File: src/rtl/handshake_pipe_cfg.sv
// Configurable valid/ready register-slice pipeline: DEPTH cascaded slices of one
// type (valid-patting, ready-patting skid, or two-entry full patting).
module handshake_pipe_cfg #(
  parameter int DATA_W = 32,
  parameter int DEPTH  = 1,
  parameter int MODE   = 2
) (
  input  logic                         clk,
  input  logic                         rst_n,
  input  logic                         master_valid,
  input  logic [DATA_W-1:0]            master_data,
  output logic                         master_ready,
  output logic                         slave_valid,
  output logic [DATA_W-1:0]            slave_data,
  input  logic                         slave_ready,
  output logic [$clog2(2*DEPTH+1)-1:0] occupancy
);

  if (DATA_W < 1 || DATA_W > 1024) begin : g_bad_data_w
    $error("handshake_pipe_cfg: DATA_W out of range 1..1024");
  end
  if (DEPTH < 1 || DEPTH > 16) begin : g_bad_depth
    $error("handshake_pipe_cfg: DEPTH out of range 1..16");
  end
  if (MODE < 0 || MODE > 2) begin : g_bad_mode
    $error("handshake_pipe_cfg: MODE must be 0, 1 or 2");
  end

  logic m_fire;
  logic s_fire;

  // Each slice owns its handshake nets; neighbours are reached through the
  // generate scope so the forward valid and backward ready chains stay acyclic.
  for (genvar i = 0; i < DEPTH; i++) begin : g_slice
    logic              in_v;
    logic              in_r;
    logic [DATA_W-1:0] in_d;
    logic              out_v;
    logic              out_r;
    logic [DATA_W-1:0] out_d;

    if (i == 0) begin : g_head
      assign in_v = master_valid;
      assign in_d = master_data;
    end else begin : g_link
      assign in_v = g_slice[i-1].out_v;
      assign in_d = g_slice[i-1].out_d;
    end

    if (i == DEPTH - 1) begin : g_tail
      assign out_r = slave_ready;
    end else begin : g_back
      assign out_r = g_slice[i+1].in_r;
    end

    if (MODE == 0) begin : g_m0
      logic              full;
      logic [DATA_W-1:0] data_q;

      assign in_r  = !full || out_r;
      assign out_v = full;
      assign out_d = data_q;

      always_ff @(posedge clk or negedge rst_n) begin
        if (!rst_n) begin
          full   <= 1'b0;
          data_q <= '0;
        end else if (in_v && in_r) begin
          full   <= 1'b1;
          data_q <= in_d;
        end else if (out_r) begin
          full   <= 1'b0;
        end
      end
    end else if (MODE == 1) begin : g_m1
      logic              skid_full;
      logic [DATA_W-1:0] skid;

      assign in_r  = !skid_full;
      assign out_v = in_v || skid_full;
      assign out_d = skid_full ? skid : in_d;

      always_ff @(posedge clk or negedge rst_n) begin
        if (!rst_n) begin
          skid_full <= 1'b0;
          skid      <= '0;
        end else if (skid_full) begin
          if (out_r) skid_full <= 1'b0;
        end else if (in_v && !out_r) begin
          skid_full <= 1'b1;
          skid      <= in_d;
        end
      end
    end else begin : g_m2
      typedef enum logic [1:0] {EMPTY, ONE, TWO} slot_state_e;
      slot_state_e       state;
      slot_state_e       state_nxt;
      logic [DATA_W-1:0] head;
      logic [DATA_W-1:0] tail;
      logic              push;
      logic              pop;

      assign push  = in_v && in_r;
      assign pop   = out_v && out_r;
      assign in_r  = (state != TWO);
      assign out_v = (state != EMPTY);
      assign out_d = head;

      always_comb begin
        state_nxt = state;
        case (state)
          EMPTY:   if (push) state_nxt = ONE;
          ONE: begin
            if (push && !pop)      state_nxt = TWO;
            else if (pop && !push) state_nxt = EMPTY;
          end
          TWO:     if (pop) state_nxt = ONE;
          default: state_nxt = EMPTY;
        endcase
      end

      always_ff @(posedge clk or negedge rst_n) begin
        if (!rst_n) state <= EMPTY;
        else        state <= state_nxt;
      end

      // head is always the oldest beat; tail only holds the second one
      always_ff @(posedge clk or negedge rst_n) begin
        if (!rst_n) begin
          head <= '0;
          tail <= '0;
        end else begin
          case (state)
            EMPTY: if (push) head <= in_d;
            ONE: begin
              if (push && pop) head <= in_d;
              else if (push)   tail <= in_d;
            end
            TWO:   if (pop) head <= tail;
            default: ;
          endcase
        end
      end
    end
  end

  assign master_ready = g_slice[0].in_r;
  assign slave_valid  = g_slice[DEPTH-1].out_v;
  assign slave_data   = g_slice[DEPTH-1].out_d;

  assign m_fire = master_valid && master_ready;
  assign s_fire = slave_valid && slave_ready;

  always_ff @(posedge clk or negedge rst_n) begin
    if (!rst_n) begin
      occupancy <= '0;
    end else if (m_fire && !s_fire) begin
      occupancy <= occupancy + 1'b1;
    end else if (s_fire && !m_fire) begin
      occupancy <= occupancy - 1'b1;
    end
  end

endmodule

File: config.mk
export PLATFORM = sky130hd
export DESIGN_NAME = handshake_pipe_cfg
export DESIGN_NICKNAME = d
export VERILOG_FILES = /design/src/rtl/handshake_pipe_cfg.sv
export SDC_FILE = /design/constraint.sdc
export NUM_CORES = 1
export LEC_CHECK = 0
export CORE_ASPECT_RATIO = 0.5
export CORE_MARGIN = 2
export CORE_UTILIZATION = 54
export CTS_BUF_LIST = sky130_fd_sc_hd__clkbuf_16
export CTS_CLUSTER_SIZE = 12
export DETAILED_ROUTE_END_ITERATION = 16
export PLACE_DENSITY = 0.95
export SLEW_MARGIN = 20
export SYNTH_ARGS = -nofsm -noshare
export SYNTH_HDL_FRONTEND = slang
export SYNTH_SLANG_ARGS = --single-unit
File: constraint.sdc
create_clock -name clk -period 2.5 [get_ports clk]
set_input_delay 0.375 -clock clk [delete_from_list [all_inputs] [get_ports clk]]
set_output_delay 0.375 -clock clk [all_outputs]
set_load 0.005 [all_outputs]
; Word level (Yosys, flattened, before mapping)
; Index checks and enable logic that the tools add are counted.
[totals]
register_bits = 68
wordCells = 39
[classes]
add_sub_neg = 2
n_eq_ne = 7
mux = 11
n_bitwise = 1
n_reduce_logical = 14
[ops]
columns = operator, n
row1 = $mux 32, 3
row2 = $pmux 32 s3, 1
row3 = $mux 2, 6
row4 = $ne 2x2->1 const B, 4
row5 = $pmux 2 s3, 1
row6 = $reduce_and 3->1, 2
row7 = $logic_and 1x1->1, 5
row8 = $reduce_and 4->1, 1
row9 = $reduce_bool 2->1, 2
row10 = $ne 3x3->1 const B, 1
row11 = $reduce_bool 3->1, 1
row12 = $add 2x1->2 const B, 1
row13 = $eq 2x1->1 const B, 1
row14 = $eq 2x2->1 const B, 1
row15 = $logic_not 1->1, 2
row16 = $logic_not 2->1, 1
row17 = $sub 2x1->2 const B, 1
row18 = $not 1->1, 1

; Logic depth before layout (Yosys ltp)
; Gate-level depths: netlist (run 1).
[depth]
ltp_word = 7
depth_mapped = 5
mapped_depth_nobuf = 3

; Worst setup path after synthesis (run 1)
; OpenSTA, ideal clock, no wires.
[synth_timing]
path_type = reg-to-reg
start = register g_slice[0].g_m2.state[1]
end = register g_slice[0].g_m2.head[14] (netlist: slave_data[14])
t_arrival_ps = 1396
slack_ps = 979
path_stages_with_launch = 6
n_path_buf = 2
period_less_slack_ps = 1521
cell_sequence = dfrtp_1 > nor2b_4 > buf_6 > buf_4 > mux2_2 > mux2_4
[synth_via]
elab_chain_cells = 5
elab_cells_between_ends = 14
classes_between = 6 x eq/ne / 1 x mux / 7 x reduce/logical
[synth_lines]
columns = element, line
row1 = from (decl), 96  ; slot_state_e state;
row2 = from (signal assigned), 124  ; else state <= state_nxt;
row3 = $ne 2x2->1 / $reduce_bool 2->1 (equally long branches), "105, 106"
row4 = "$logic_and 1x1->1, on equally long branches", "103, 104"
row5 = $logic_and 1x1->1, 136  ; if (push && pop) head <= in_d;
row6 = $ne 2x2->1 (no line), n/a
row7 = $reduce_and 4->1 (no line), n/a
row8 = to (signal assigned), 134  ; EMPTY: if (push) head <= in_d;
row9 = to (signal assigned), 136
row10 = to (signal assigned), 139  ; TWO: if (pop) head <= tail;
row11 = to (decl), 98  ; logic [DATA_W-1:0] head;
; Parallel ways exist; a longest one is shown, timed or not.
; A chain may end at the register's enable or synchronous reset.

; Worst setup path after layout (run 1)
[layout_timing]
start = register g_slice[0].g_m2.state[0]
end = output port master_ready
[layout_via]
elab_chain_cells = 1
[layout_lines]
columns = element, line
row1 = $ne 2x2->1, 105  ; assign in_r = (state != TWO);
row2 = to (decl), 12  ; output logic master_ready,
; No other way between the ends.

==> metrics list, run 1 <==
* Standby leakage power: 1.79 nW
* Maximum clock path buffer count: 2
- Clock tree from TritonCTS: done
* Clock latency reported for the late side of the worst-skew pair: between 0.3 and 0.4 ns
* First-pass iteration count of the detailed router: 4
- Maximum ir drop on the vdd rail: 560 uV
* H-tree depth: 3
- Max cap viols: 0
- Class of the most critical setup path: reg -> out
- Data arrives at the worst endpoint at between 1.5 and 2 ns.
* Worst path buffer plus inverter count: 2
- The HPWL after detailed placement is 4390 um.
- Crit. End Element: primary output
- Number of buffers added on ports: 71
- From synthesis to final layout, the design area changed by 29.5%.
- Setup violations remaining at the end of the flow were counted as 0.
- The finished layout holds between 300 and 400 standard cells, fillers aside.
- Net count, final: ~310
- Subtracting the final worst setup slack from the clock period gives about 2.1 ns.
- # fillers: ~360
- DRC violation count after routing: 0
- A synthesized cell averages roughly 16 um2.
- Master cell of the clock root buffer: sky130_fd_sc_hd__clkbuf_16
* CP max FO: 12
* Cells along the critical path: nor2b_4 -> inv_2 -> clkdlybuf4s50_1
- Count of state elements after synthesis: 68
- Overall global routing resource usage: approximately 22%
- Dividing the detail-routed wire length by the instance count gives 19.1 um.
- The die covers 0.00665 mm2.
- Once the clock tree was built, the setup fixing pass inserted 0 buffers.
* Antenna Violating Nets Remaining: 0
- Worst slew pin tran: 0.740 ns
* Largest net degree at the start of global routing: 39
- Total number of vias: 1931
* Post-CTS Hold Fix Bufs: 0
- Classification of the worst-slack hold path: in -> async
- Initial antenna violation count: 0
- The flow ran to the end, and the final reports show no timing, DRC or antenna violations.
* Via count of the first global-routing pass: 2094
- The number of nets in the synthesized netlist is around 240.
- Power Dens Cells: slightly below 1000 mW/mm2
* Number of cells upsized or downsized after cts: 0
- # IOs: 72
- Worst slew slack as a fraction of its limit: between 50% and 60%
- Cell count after placement: 338
- The number of failing hold endpoints at the final stage came to 0.
- After routing, the total negative slack on setup checks comes to 0 ns.
- Post-DR vias/cell: around 5.5
- Share of final-layout standard cells stronger than drive strength 1: a little under two fifths
* Setup repair after global routing missed its margin: false
- Initial detailed-routing violation count: 74
- FMAX: 471 MHz
* Final Max Slew Viols: 0
- Cells fill 74.2% of the core in the end.
- The clock net in this run drives a total of 68 sinks.
* Inserted Clock Buffers: 9
* Global-route wire length before repair: 11000 um
- For this design, the slowest cell found on the critical path is sky130_fd_sc_hd__dfrtp_1.
* Crit-path max cell delay: around 0.51 ns
* Category of cells accounting for the largest share of critical-path delay: buffers and inverters
- Fraction of the yosys area taken by sequential cells: a little over half
* Sum of overflow across all layers after global routing: 0
- In this run the core area contains 19 standard-cell rows.
- Placeable core region: approximately 0.0056 mm2
- Counting every instance in the synthesized netlist gives 200.
- Summed over all layers, the routed wires come to between 6000 and 7000 um.
- Die Width: about 110 um
- Routability cong.: about 0.70
- Data on the critical path is required at its endpoint by between 2 and 2.5 ns.
- Starting Density: between 50% and 60%
* Total inserted antenna cells: 0
* Period utilisation layout: 85.0%
- During synthesis, Yosys emitted a total of 0 warnings.
* Clock-pin slew on the worst setup and hold paths: around 0.050 ns
* Unique masters post-synth: 27
* Fin Clk Skew: 0.00786 ns
- Die height: roughly 60 um
- Post-synth design cell area: ~0.0032 mm2
- STA classifies the critical path startpoint as a flip-flop.
[layer usage]
layer,up-vias,track usage [%],wire length [um]
met4,0,6.79,81
met2,48,38.9,3450
met3,11,7.62,311
li1,874,-,-
met1,998,26.6,2840
met5,-,0,0
[synth_stat cells]
library cell | number | area share [%]
sky130_fd_sc_hd__nand3b_1 | 1 | 0.23
sky130_fd_sc_hd__nor3b_1 | 1 | 0.23
sky130_fd_sc_hd__and2b_4 | 1 | 0.31
sky130_fd_sc_hd__nor2b_4 | 1 | 0.43
sky130_fd_sc_hd__buf_12 | 3 | 1.9
sky130_fd_sc_hd__buf_4 | 3 | 0.70
sky130_fd_sc_hd__o22ai_1 | 1 | 0.19
sky130_fd_sc_hd__a21oi_1 | 2 | 0.31
sky130_fd_sc_hd__buf_6 | 4 | 1.4
sky130_fd_sc_hd__o311ai_1 | 1 | 0.27
sky130_fd_sc_hd__and2_1 | 1 | 0.19
sky130_fd_sc_hd__nor4bb_1 | 3 | 0.93
sky130_fd_sc_hd__or2_2 | 2 | 0.39
sky130_fd_sc_hd__nand3_1 | 1 | 0.15
sky130_fd_sc_hd__nor2_1 | 1 | 0.12
sky130_fd_sc_hd__or2b_1 | 1 | 0.23
sky130_fd_sc_hd__dfrtp_1 | 68 | 53
sky130_fd_sc_hd__xnor2_1 | 2 | 0.54
sky130_fd_sc_hd__a22o_4 | 1 | 0.54
sky130_fd_sc_hd__buf_2 | 2 | 0.31
sky130_fd_sc_hd__nor2_4 | 1 | 0.35
sky130_fd_sc_hd__nor4_1 | 1 | 0.19
sky130_fd_sc_hd__inv_2 | 1 | 0.12
sky130_fd_sc_hd__mux2_2 | 51 | 18
sky130_fd_sc_hd__and4b_1 | 1 | 0.31
sky130_fd_sc_hd__mux2_4 | 30 | 14
sky130_fd_sc_hd__mux2_1 | 15 | 5.2
[worst reg2reg max path: stages, from the launching register on]
cell and delay, ns:
sky130_fd_sc_hd__dfrtp_1 0.51, sky130_fd_sc_hd__nor2b_4 0.39, sky130_fd_sc_hd__a22o_4 0.61, sky130_fd_sc_hd__mux2_1 0.39
[final timing paths]
kind,end,start,cells past startpoint,slack [ns]
setup / recovery,master_ready,g_slice[0].g_m2.state[0],3,0.38
hold / removal,g_slice[0].g_m2.state[1],rst_n,1,0.12
setup reg to reg,slave_data[24],g_slice[0].g_m2.state[0],3,0.47
hold reg to reg,g_slice[0].g_m2.tail[20],g_slice[0].g_m2.tail[20],1,0.48
max in group asynchronous,slave_data[8],rst_n,2,1.73
min in group clk,g_slice[0].g_m2.tail[20],g_slice[0].g_m2.tail[20],1,0.48
[state kept, by name, indices dropped and copies added (netlist names)]
signal	cells
slave_data	32
occupancy	2
g_slice.g_m2.tail	32
g_slice.g_m2.state	2
[cell type report]
| cell class | instances | area, um2 | share of cell area, % |
|---|---|---|---|
| timing repair buffer | 77 | 763 | 18.3 |
| inverter | 1 | 3.75 | 0.0898 |
| clock buffer | 9 | 225 | 5.39 |
| multi-input combinational | 119 | 1390 | 33.1 |
| sequential | 68 | 1700 | 40.7 |
| clock inverter | 3 | 11.3 | 0.269 |
| tap | 73 | 91.3 | 2.18 |
[cell families after synthesis]
family	after synthesis	share of synthesized area, %
buf+inv	13	4.38
mux	96	37.0
flops	68	52.7
compound gates	5	1.32
xor+xnor	2	0.543
simple gates	16	4.07
[per-stage QoR]
step	cell area, um2	power [mW]	setup slack, ns	hold slack, ns
4_1_cts	4180	4.05	0.361	0.128
5_1_grt	4180	4.22	0.283	0.152
2_1_floorplan	3230	2.39	0.979	0.0794
3_5_place_dp	3950	2.97	0.251	0.468
6_report	4180	4.02	0.376	0.116
3_3_place_gp	3950	2.89	0.315	0.448
[placed cells by master (no fill, tap or decap), drive strengths merged]
cell type,n
mux2,96
clkdlybuf4s50,70
inv,3
nand3b,1
clkbuf,9
nor2b,1
nor4,1
or2b,1
xnor2,2
a22o,1
o22ai,1
nor2,2
nor4bb,3
nor3b,1
and2,1
or2,2
and4b,1
clkinv,1
buf,7
o311ai,1
nand3,1
and2b,1
a21oi,2
dfrtp,68
[where the power goes]
| group | internal, mW | switching, mW | leakage [nW] | total (mW) |
|---|---|---|---|---|
| clock | 0.636 | 0.413 | 0.123 | 1.05 |
| sequential | 1.50 | 0.241 | 0.802 | 1.74 |
| combinational | 0.851 | 0.375 | 0.860 | 1.23 |
| total | 2.99 | 1.03 | 1.79 | 4.02 |
Note: power is estimated with default switching activity, not from simulation.
==> run 2, diff against run 1 <==
CORE_UTILIZATION = 50   (was 54)
PLACE_DENSITY = 0.89   (was 0.95)
clock period = 2 ns   (was 2.5 ns; I/O delays follow)
==> run 2 against run 1 <==
Final area rose by 4.7%; critical endpoint unchanged; global-route usage shrank 0.41 points; via count rose by 2.7%; cell count is 8.0% higher; register-to-register slack lost 0.27 ns; setup slack got worse by 0.33 ns; sequential cell count stayed put; clock-buffer cell count did not move; highest routed layer unchanged; non-clock buffer count rose by 9; hold slack better by 0.30 ns; combinational power up 30%.
==> metrics list, run 2 (synthesized netlist as in run 1, its figures left out) <==
- Outcome: finished clean (unchanged)
- The TritonCTS buffer count was 9 (unchanged).
- The overall track demand over capacity in global routing is 21.8% (was 22.2%).
- Die Area: 0.00715 mm2 (was 0.00665 mm2)
- Number of cells on the worst reg-to-reg path: 4 (was 3)
- The reg-to-reg setup timing slack was 0.20 ns (was 0.47 ns).
- Worst path setup slack after routing: 0.0421 ns (was 0.376 ns)
* First-pass iteration count of the detailed router: 4 (unchanged)
- Worst setup slack before clock tree synthesis: -0.0264 ns (was 0.251 ns)
* Hold violation count in the final report: 0 (unchanged)
- The worst clock skew on the final layout was 0.00926 ns (was 0.00786 ns).
* Layout Area Growth over Synthesis: 35.7% (was 29.5%)
- The worst-case headroom to the max-slew limit came to 59.1% (was 50.6%).
* H-tree depth: 3 (unchanged)
- The routed wire length came to 7380 um (was 6680 um).
- The maximum count of clock buffers along a single path is 2 (unchanged).
* DP HPWL: 4440 um (was 4390 um)
- DRC violation count after routing: 0 (unchanged)
- The latest clock arrival within the worst-skew pair came to 0.33 ns (about the same).
- Worst flop-to-flop path endpoint: slave_data[16] (was slave_data[24])
- Most common library cell in the layout ignoring fill and taps: sky130_fd_sc_hd__clkdlybuf4s50_1 (unchanged)
- Total number of vias: 1984 (was 1931)
- Power Dens Cells: 1250 mW/mm2 (was 961 mW/mm2)
- Standby leakage power: 1.86 nW (was 1.79 nW)
- Setup-violating endpoint count in the final report: 0 (unchanged)
* DR WL/cell: 19.5 um (was 19.1 um)
- Placeable core region: 0.00616 mm2 (was 0.00563 mm2)
- The number of ports placed on the die boundary was 72 (unchanged).
- Cells along the critical path: nor2b_4 -> buf_4 -> inv_2 -> clkdlybuf4s50_1 (was nor2b_4 -> inv_2 -> clkdlybuf4s50_1).
- Antenna Violating Nets Remaining: 0 (unchanged)
- The share of final-layout standard cells stronger than drive strength 1 is 41.4% (was 37.5%).
* Crit-path max cell delay: 0.49 ns (was 0.51 ns)
* Site row count: 20 (was 19)
* Number of sinks handled by clock tree synthesis: 68 (unchanged)
- Worst setup SP type: flip-flop (unchanged)
- Master cell of the clock root buffer: sky130_fd_sc_hd__clkbuf_16 (unchanged)
- Crit. End Element: primary output (unchanged)
- The total grt overflow was 0 (unchanged).
* Initial detailed-routing violation count: 91 (was 74)
- Post-DR vias/cell: 5.25 (was 5.52)
- Final Critical Period: around 2.0 ns
- Worst slew pin tran: 0.614 ns (was 0.740 ns)
- Critical Path Slowest Stage Cell: sky130_fd_sc_hd__clkdlybuf4s50_1 (was sky130_fd_sc_hd__dfrtp_1)
* Period utilisation layout: a little over nine tenths
- Total inserted antenna cells: 0 (unchanged)
- Starting Density: 52.4% (was 57.3%)
- CP max FO: 8 (was 12)
* FF-to-FF Start: g_slice[0].g_m2.state[1] (was g_slice[0].g_m2.state[0])
* Net count, final: 321 (was 312)
* Via count of the first global-routing pass: 2146 (was 2094)
- CP arrival: 1.66 ns (was 1.75 ns)
- Setup repair after global routing missed its margin: false (unchanged).
- Initial antenna violation count: 0 (unchanged)
- The required time of the critical path was 1.70 ns (was 2.12 ns).
- The core occupancy in the finished layout is 71.1% (was 74.2%).
* Final Max Slew Viols: 0 (unchanged)
- The type of the worst min-delay path was in -> async (unchanged).
- Maximum ir drop on the vdd rail: 649 uV (was 560 uV)
* Die height: 60.8 um (was 58.7 um)
* Max cap viols: 0 (unchanged)
- For this run, the top clock speed supported by timing is between 500 and 600 MHz.
- Global-route wire length before repair: 11500 um (was 11000 um)
- Clock-pin slew on the worst setup and hold paths: 0.05 ns (about the same)
* # fillers: 389 (was 357)
- Die Width: 118 um (was 113 um)
* Number of buffers added on ports: 71 (unchanged)
* Clock tree from TritonCTS: done (unchanged)
- Class of the most critical setup path: reg -> out (unchanged)
* Highest-count cells in the layout ignoring fill and taps: sky130_fd_sc_hd__clkdlybuf4s50_1, sky130_fd_sc_hd__dfrtp_1, sky130_fd_sc_hd__mux2_2, sky130_fd_sc_hd__mux2_4, sky130_fd_sc_hd__mux2_1 (unchanged)
* Largest net degree at the start of global routing: 55 (was 39)
* Routability cong.: 0.707 (was 0.695)
## run 2: cell count changes in the layout (fill, tap and decap cells not counted), moves of 2 or more
cell                         before  now
sky130_fd_sc_hd__buf_4            5   11
sky130_fd_sc_hd__buf_12           1    3
sky130_fd_sc_hd__bufinv_16        0    2
sky130_fd_sc_hd__clkinvlp_4       0    2
sky130_fd_sc_hd__dfrtp_1         68   66
sky130_fd_sc_hd__dfrtp_2          0    2
## run 2: worst max path at each step
stage | start | to | slack (ns) | depth (start not counted)
floorplan | g_slice[0].g_m2.state[1] | slave_data[14] | 0.48 | 5
global placement | slave_ready | slave_data[23] | 0.02 | 4
detailed placement | master_valid | slave_data[23] | -0.03 | 4
CTS | g_slice[0].g_m2.state[1] | master_ready | 0.03 | 4
global route | g_slice[0].g_m2.state[1] | master_ready | 0.01 | 4
finish | g_slice[0].g_m2.state[1] | master_ready | 0.04 | 4
## run 2: critical path: cells and delay by family, from the launching register on
family | cells | cell delay, ns
simple gates | 1 | 0.16
flops | 1 | 0.45
buf+inv | 3 | 0.72
## run 2: stage by stage
stage	power (mW)	std cells	hold WS [ns]	TNS, ns	area (um2)
2_1_floorplan	2.99	200	0.00441	0	3230
3_3_place_gp	3.64	358	0.222	0	4030
3_5_place_dp	3.74	358	0.226	-0.0879	4030
4_1_cts	5.53	377	0.413	0	4370
5_1_grt	5.72	378	0.469	0	4380
6_report	5.49	378	0.415	0	4380
## run 2: report_power, final
group / leakage, nW / switching, mW / internal [mW]
Clock: 0.153 / 0.603 / 1.09
Combinational: 0.910 / 0.509 / 1.10
Sequential: 0.800 / 0.318 / 1.88
## run 2: cell type report
class                           instances  area (um2)  area share, %
Sequential cell                        68        1700           38.9
Multi-Input combinational cell        119        1390           31.6
Timing Repair Buffer                   86         858           19.6
Clock buffer                            9         225           5.14
Tap cell                               88         110           2.51
Clock inverter                          7        92.6           2.11
Inverter                                1        3.75         0.0857
## run 2: timing repair
action                                  CTS  global route
pin swaps                                 0             0
hold buffers                              1             0
endpoints found under the hold margin    14             0
buffers inserted                          2             1
resized for setup                         2             0
endpoints found under the setup margin    1             1
## run 2: layer usage
metal	vias up	GRT usage (%)	routed length [um]
li1	885	-	-
met1	1032	26.2	3160
met2	50	38.2	3780
met3	17	5.26	230
met4	0	11.4	207
met5	-	0	0
